`src/rtl/mem_port_arbiter.sv`:
```
// Arbitrates fetch and data-stage accesses onto one shared single-port memory.
// Build macro ARB_FAIR_EN adds a starvation counter that bounds how long fetch waits.
module mem_port_arbiter #(
    parameter int ADDR_W     = 16,
    parameter int DATA_W     = 16,
    parameter int MEM_LAT    = 2,
    parameter int STARVE_MAX = 4
) (
    input  logic              clk,
    input  logic              reset,
    input  logic              if_req,
    input  logic [ADDR_W-1:0] if_addr,
    output logic [DATA_W-1:0] if_rdata,
    output logic              if_ready,
    input  logic              dm_req,
    input  logic              dm_we,
    input  logic [ADDR_W-1:0] dm_addr,
    input  logic [DATA_W-1:0] dm_wdata,
    output logic [DATA_W-1:0] dm_rdata,
    output logic              dm_ready,
    output logic              mem_en,
    output logic              mem_we,
    output logic [ADDR_W-1:0] mem_addr,
    output logic [DATA_W-1:0] mem_wdata,
    input  logic [DATA_W-1:0] mem_rdata,
    output logic              stall_fetch,
    output logic              stall_mem
);

    localparam int CNT_W = (MEM_LAT > 1) ? $clog2(MEM_LAT) : 1;

    typedef enum logic [1:0] {IDLE, BUSY, DONE} stateType;
    typedef enum logic {OWN_IF, OWN_DM} ownerType;

    if (MEM_LAT < 1) begin : gBadMemLat
        $error("mem_port_arbiter: MEM_LAT must be at least 1");
    end
    if (STARVE_MAX < 1) begin : gBadStarveMax
        $error("mem_port_arbiter: STARVE_MAX must be at least 1");
    end

    stateType          state;
    stateType          stateNext;
    ownerType          owner;
    logic [CNT_W-1:0]  cnt;
    logic [ADDR_W-1:0] addrQ;
    logic              weQ;
    logic [DATA_W-1:0] wdataQ;
    logic [DATA_W-1:0] ifRdataQ;
    logic [DATA_W-1:0] dmRdataQ;
    logic              grantIf;
    logic              grantDm;
    logic              lastBeat;
    logic              ifFavoured;

    assign lastBeat = (cnt == '0);

`ifdef ARB_FAIR_EN
    localparam int STARVE_W = $clog2(STARVE_MAX + 1);

    // Counts data grants won while fetch was also waiting; saturates at STARVE_MAX.
    logic [STARVE_W-1:0] starveCnt;

    always_ff @(posedge clk) begin
        if (reset) begin
            starveCnt <= '0;
        end else if (grantIf || (grantDm && !if_req)) begin
            starveCnt <= '0;
        end else if (grantDm && (starveCnt != STARVE_W'(STARVE_MAX))) begin
            starveCnt <= starveCnt + 1'b1;
        end
    end

    assign ifFavoured = if_req && (starveCnt == STARVE_W'(STARVE_MAX));
`else
    assign ifFavoured = 1'b0;
`endif

    always_comb begin
        // NOTE: every output of this block gets a default first, so no path can infer a latch.
        stateNext = state;
        grantIf   = 1'b0;
        grantDm   = 1'b0;
        case (state)
            IDLE: begin
                if (dm_req && !ifFavoured) begin
                    grantDm   = 1'b1;
                    stateNext = BUSY;
                end else if (if_req) begin
                    grantIf   = 1'b1;
                    stateNext = BUSY;
                end
            end
            BUSY:    if (lastBeat) stateNext = DONE;
            DONE:    stateNext = IDLE;
            default: stateNext = IDLE;
        endcase
    end

    // NOTE: reset is synchronous and active-high, so it is only checked inside the clocked block.
    always_ff @(posedge clk) begin
        if (reset) begin
            state <= IDLE;
        end else begin
            state <= stateNext;
        end
    end

    always_ff @(posedge clk) begin
        if (reset) begin
            owner    <= OWN_IF;
            cnt      <= '0;
            addrQ    <= '0;
            weQ      <= 1'b0;
            wdataQ   <= '0;
            ifRdataQ <= '0;
            dmRdataQ <= '0;
        end else if (grantDm || grantIf) begin
            owner  <= grantDm ? OWN_DM : OWN_IF;
            addrQ  <= grantDm ? dm_addr : if_addr;
            weQ    <= grantDm && dm_we;
            wdataQ <= grantDm ? dm_wdata : '0;
            cnt    <= CNT_W'(MEM_LAT - 1);
        end else if (state == BUSY) begin
            if (!lastBeat) begin
                cnt <= cnt - 1'b1;
            end else if (!weQ) begin
                // Memory read data is only valid in the final BUSY cycle.
                if (owner == OWN_DM) dmRdataQ <= mem_rdata;
                else                 ifRdataQ <= mem_rdata;
            end
        end
    end

    assign mem_en      = (state == BUSY);
    assign mem_we      = (state == BUSY) && weQ;
    assign mem_addr    = (state == BUSY) ? addrQ  : '0;
    assign mem_wdata   = (state == BUSY) ? wdataQ : '0;

    assign if_ready    = (state == DONE) && (owner == OWN_IF);
    assign dm_ready    = (state == DONE) && (owner == OWN_DM);
    assign if_rdata    = ifRdataQ;
    assign dm_rdata    = dmRdataQ;

    assign stall_fetch = if_req && !if_ready;
    assign stall_mem   = dm_req && !dm_ready;

endmodule

```
`config.mk`:
```
export PLATFORM = sky130hd
export DESIGN_NAME = mem_port_arbiter
export DESIGN_NICKNAME = d
export VERILOG_FILES = /design/src/rtl/mem_port_arbiter.sv
export SDC_FILE = /design/constraint.sdc
export NUM_CORES = 1
export LEC_CHECK = 0
export ABC_AREA = 1
export BUFFER_PORTS_ARGS = -buffer_cell sky130_fd_sc_hd__buf_2
export CAP_MARGIN = 25
export CORE_MARGIN = 2
export CORE_UTILIZATION = 45
export CTS_BUF_LIST = sky130_fd_sc_hd__clkbuf_2 sky130_fd_sc_hd__clkbuf_4 sky130_fd_sc_hd__clkbuf_8
export DETAILED_ROUTE_END_ITERATION = 10
export PLACE_DENSITY_LB_ADDON = 0.08
export SYNTH_ARGS = -nofsm -noshare
export SYNTH_HDL_FRONTEND = slang
export SYNTH_SLANG_ARGS = --single-unit
```
`constraint.sdc`:
```
create_clock -name clk -period 3.45 [get_ports clk]
set_clock_uncertainty 0.05 [all_clocks]
set_input_delay 0.69 -clock clk [delete_from_list [all_inputs] [get_ports clk]]
set_output_delay 0.69 -clock clk [all_outputs]
set_load 0.05 [all_outputs]
```
After elaboration in Yosys (flattened, before gate mapping) --
Cells that the tools add are included. W data, S select, Z words.
Cells by class: add/subtract/negate cells 1, eq/ne operators 4, muxes and demuxes 17, bitwise gates (word level) 4, reduce and logical (&&, ||, !) cells 14
Operators with widths (count):
- $mux W16 | 4
- $reduce_and A5 Y1 | 2
- $mux W1 | 9
- $logic_and A1 B1 Y1 | 6
- $mux W2 | 3
- $not A1 Y1 | 4
- $pmux W2 S2 | 1
- $ne A3 B3 Y1 const B | 1
- $eq A2 B1 Y1 const B | 1
- $eq A2 B2 Y1 const B | 1
- $logic_not A1 Y1 | 2
- $logic_not A2 Y1 | 1
- $ne A2 B2 Y1 const B | 1
- $reduce_and A2 Y1 | 1
- $reduce_bool A2 Y1 | 1
- $logic_or A1 B1 Y1 | 1
- $sub A1 B1 Y1 const B | 1
Storage, ports and cells: bits in registers 69, input bits 69, output and inout port bits 70, word-level logic and storage cells 48

Depth between registers and ports, before layout --
depth after elaboration 6, gate-level depth with buffers 7, depth with buffers taken out 6

Least setup slack after synthesis --
OpenSTA, ideal clock, no wires.
kind flip-flop to output port, from reg state[0], to out mem_addr[0], arrival time 1599 ps, required time 2710 ps, path slack 1111 ps, cell stages (with the launch flop) 6, buffers on the path 1, path through dfxtp_1 -> inv_2 -> nor2_8 -> inv_2 -> buf_2 -> nor2_1
Between the ends: longest elaborated chain between the ends 2
Ends and longest elaborated chain:
- from (decl) | RTL line 42 | stateType state;
- from (signal assigned) | RTL line 105 | state <= stateNext;
- $eq A2 B1 Y1
- net mem_en | RTL line 21 | output logic mem_en,
- $mux W16 | RTL line 137 | assign mem_addr = (state == BUSY) ? addrQ : '0;
- to (decl) | RTL line 23 | output logic [ADDR_W-1:0] mem_addr,
The timed path passes the listed nets, and every way through them passes these cells.

Worst setup path in the final report --
from reg state[1], to out mem_wdata[11]
Between the ends: longest elaborated chain between the ends 2
Ends and longest elaborated chain:
- $eq A2 B1 Y1 | RTL line 138 | assign mem_wdata = (state == BUSY) ? wdataQ : '0;
- $mux W16 | RTL line 138
- to (decl) | RTL line 24 | output logic [DATA_W-1:0] mem_wdata,
No other way between the ends.

==> summary.md <==
| Metric | Value |
|---|---|
| WP data arrival | `1.67 ns` |
| Via count of the first global-routing pass | `2696` |
| Pre-CTS WS | `approximately 1.3 ns` |
| Initial Utilization | `46.5%` |
| Final wirelength | `approximately 7.2 mm` |
| CP Class | `register to output pin` |
| Final max-slew violation count | `0` |
| Clock sink count | `69` |
| Status | `finished, final reports clean` |
| Antenna cells | `0` |
| Worst path cell trace | `nor2_8 > inv_2 > nor2_1 > buf_2` |
| Die width | `slightly below 90 um` |
| P_leak | `2.22 nW` |
| Fmax | `approximately 0.41 GHz` |
| Worst R2R End | `wdataQ[14]` |
| # Max-Cap Violations | `0` |
| R2R Setup Slk | `between 1.5 and 2 ns` |
| Pwr Total | `approximately 2 mW` |
| Worst hold path depth | `2` |
| GRT Util Overall | `18.4%` |
| Worst setup path startpoint | `state[1]` |
| Final nets | `676` |
| GP Congestion | `0.773` |
| HPWL Detailed | `5.01 mm` |
| Post-CTS Hold Buffers | `0` |
| Worst hold margin | `roughly 0.41 ns` |
| Mapped Cells | `481` |
| Longest Clk Path Bufs | `2` |
| Vias per cell | `4.44` |
| Cts repair resizes | `0` |
| First DRT Iteration DRCs | `73` |
| Worst-path clk slew | `around 0.070 ns` |
| Syn Area/Cell | `6.61 um2` |
| Via count | `3137` |
| Fin. Hold Viols | `0` |
| Clk Latency, worst-skew pair | `around 0.32 ns` |
| Yosys cell types | `20` |
| Post-CTS Setup Repair Bufs | `0` |
| Slowest-stage cell, CP | `dfxtp_1` |
| Pwr dens | `493 nW/um2` |
| Final Critical Period | `2.41 ns` |
| Final period utilization | `a little over two thirds` |
| Peak per-stage delay on the critical path | `0.48 ns` |
| Commonest non-fill, non-tap cell in the layout | `buf_2` |
| Worst hold path class | `register to register` |
| Cell Area, Synth | `3180 um2` |
| Residual DRC | `0` |
| Initial antenna violation count | `0` |
| Fin worst setup slack | `1.04 ns` |
| Core area | `6830 um2` |
| Syn. warnings | `0` |
| Critical path peak fanout | `35` |
| Total gr overflow | `0` |
| Pin count of the biggest net entering global routing | `49` |
| Design area | `4000 um2` |
| ANT nets after route | `0` |
| Commonest cells after routing, fill and taps aside | `buf_2, nand2_1, nor2_1` |
| Area grow syn2layout | `25.8%` |
| Worst R2R Start | `state[1]` |
| Wire length per cell | `10.2 um` |
| Worst-case reg-to-reg path depth | `6` |
| Hold_sp | `weQ` |
| CP Capture Type | `output pin` |
| First-pass GRT wire length | `11.4 mm` |
| Syn Nets | `between 500 and 600` |
| Slew headroom | `about three fifths` |
| Slew @ Worst Pin | `0.611 ns` |
| Fin Setup TNS | `0 ns` |
| Number of I/O port buffers | `138` |
| Startpoint types | `register` |
| RSZ-0062 raised after global routing | `false` |
| Hold endpoint | `weQ` |
| DP Area | `between 3000 and 4000 um2` |
| Post-synthesis sequential area ratio | `43.5%` |
| Share of cells above drive strength 1 | `27.4%` |
| CTS tree | `built` |
| H-tree levels | `3` |
| Flops & latches, synth | `69` |
| Clock root buffer | `clkbuf_8` |
| Top Ports | `139` |
| Worst ir drop on vdd | `0.000212 V` |
| Total Die Area | `between 7000 and 8000 um2` |
| CP required | `2.71 ns` |
| Drt pass-1 iters | `4` |
| Die H | `between 80 and 90 um` |
| # setup viols final | `0` |
| Cts bufs inserted | `9` |
| # rows | `30` |
[critical path, delay by kind of cell, from the launching register on]
kind / cells / cell delay (ns)
buf+inv: 2 / 0.68
simple gates: 2 / 0.19
flops: 1 / 0.48
[logic make-up after synthesis]
kind of cell / synth area share (%)
AO/OA/AOI/OAI: 11.3
buffers and inverters: 16.2
flip-flops: 43.5
AND/OR/NAND/NOR: 29.1
[power breakdown]
| group | switching (mW) | internal, mW | total [mW] |
|---|---|---|---|
| logic | 0.368 | 0.133 | 0.501 |
| clock network | 0.272 | 0.298 | 0.570 |
| registers | 0.0356 | 0.866 | 0.902 |
[sequential cells by signal (all words and copies together), names as in the netlist]
| signal | flops |
|---|---|
| addrQ | 16 |
| cnt | 1 |
| dm_rdata | 16 |
| if_rdata | 16 |
| owner | 1 |
| state | 2 |
| wdataQ | 16 |
| weQ | 1 |
[area by class of cell]
| type | instances | area [um2] |
|---|---|---|
| Fill cell | 714 | 2830 |
| Clock inverter | 2 | 10.0 |
| Timing Repair Buffer | 139 | 698 |
| Clock buffer | 12 | 159 |
| Multi-Input combinational cell | 296 | 1280 |
| Inverter | 92 | 348 |
| Tap cell | 96 | 120 |
| Sequential cell | 69 | 1380 |
[how the worst max path moves through the flow]
| stage | depth (start not counted) | to |
|---|---|---|
| global route | 4 | mem_wdata[4] |
| finish | 4 | mem_wdata[11] |
| floorplan | 5 | mem_addr[0] |
| global placement | 6 | wdataQ[14] |
| detailed placement | 6 | wdataQ[7] |
| CTS | 4 | mem_we |
[metal layers]
layer / wire length [um] / GRT usage, %
met1: 3330 / 23.3
met4: 136 / 7.02
met3: 420 / 3.86
met5: 0 / 0
met2: 3280 / 31.0
[per-stage QoR]
| stage | std cells | util [%] |
|---|---|---|
| floorplan | 481 | - |
| global placement | 692 | 56.0 |
| detailed placement | 692 | 56.0 |
| CTS | 706 | 58.5 |
| global route | 706 | 58.5 |
| finish | 706 | 58.5 |
[synthesized netlist by cell type]
| library cell | instances | share of area (%) |
|---|---|---|
| a21oi_1 | 34 | 5.4 |
| a21oi_2 | 2 | 0.55 |
| buf_2 | 8 | 1.3 |
| buf_6 | 9 | 3.2 |
| clkbuf_1 | 7 | 0.83 |
| dfxtp_1 | 69 | 43 |
| inv_1 | 88 | 10 |
| inv_2 | 3 | 0.35 |
| inv_4 | 1 | 0.20 |
| nand2_1 | 117 | 14 |
| nand2_2 | 2 | 0.39 |
| nand2_4 | 1 | 0.35 |
| nand4_4 | 2 | 1.3 |
| nor2_1 | 100 | 12 |
| nor2_2 | 1 | 0.20 |
| nor2_4 | 1 | 0.35 |
| nor2_8 | 1 | 0.63 |
| nor3_1 | 1 | 0.16 |
| o21ai_0 | 32 | 5.0 |
| o21ai_1 | 2 | 0.31 |
Power figures use the tool's default switching activity.
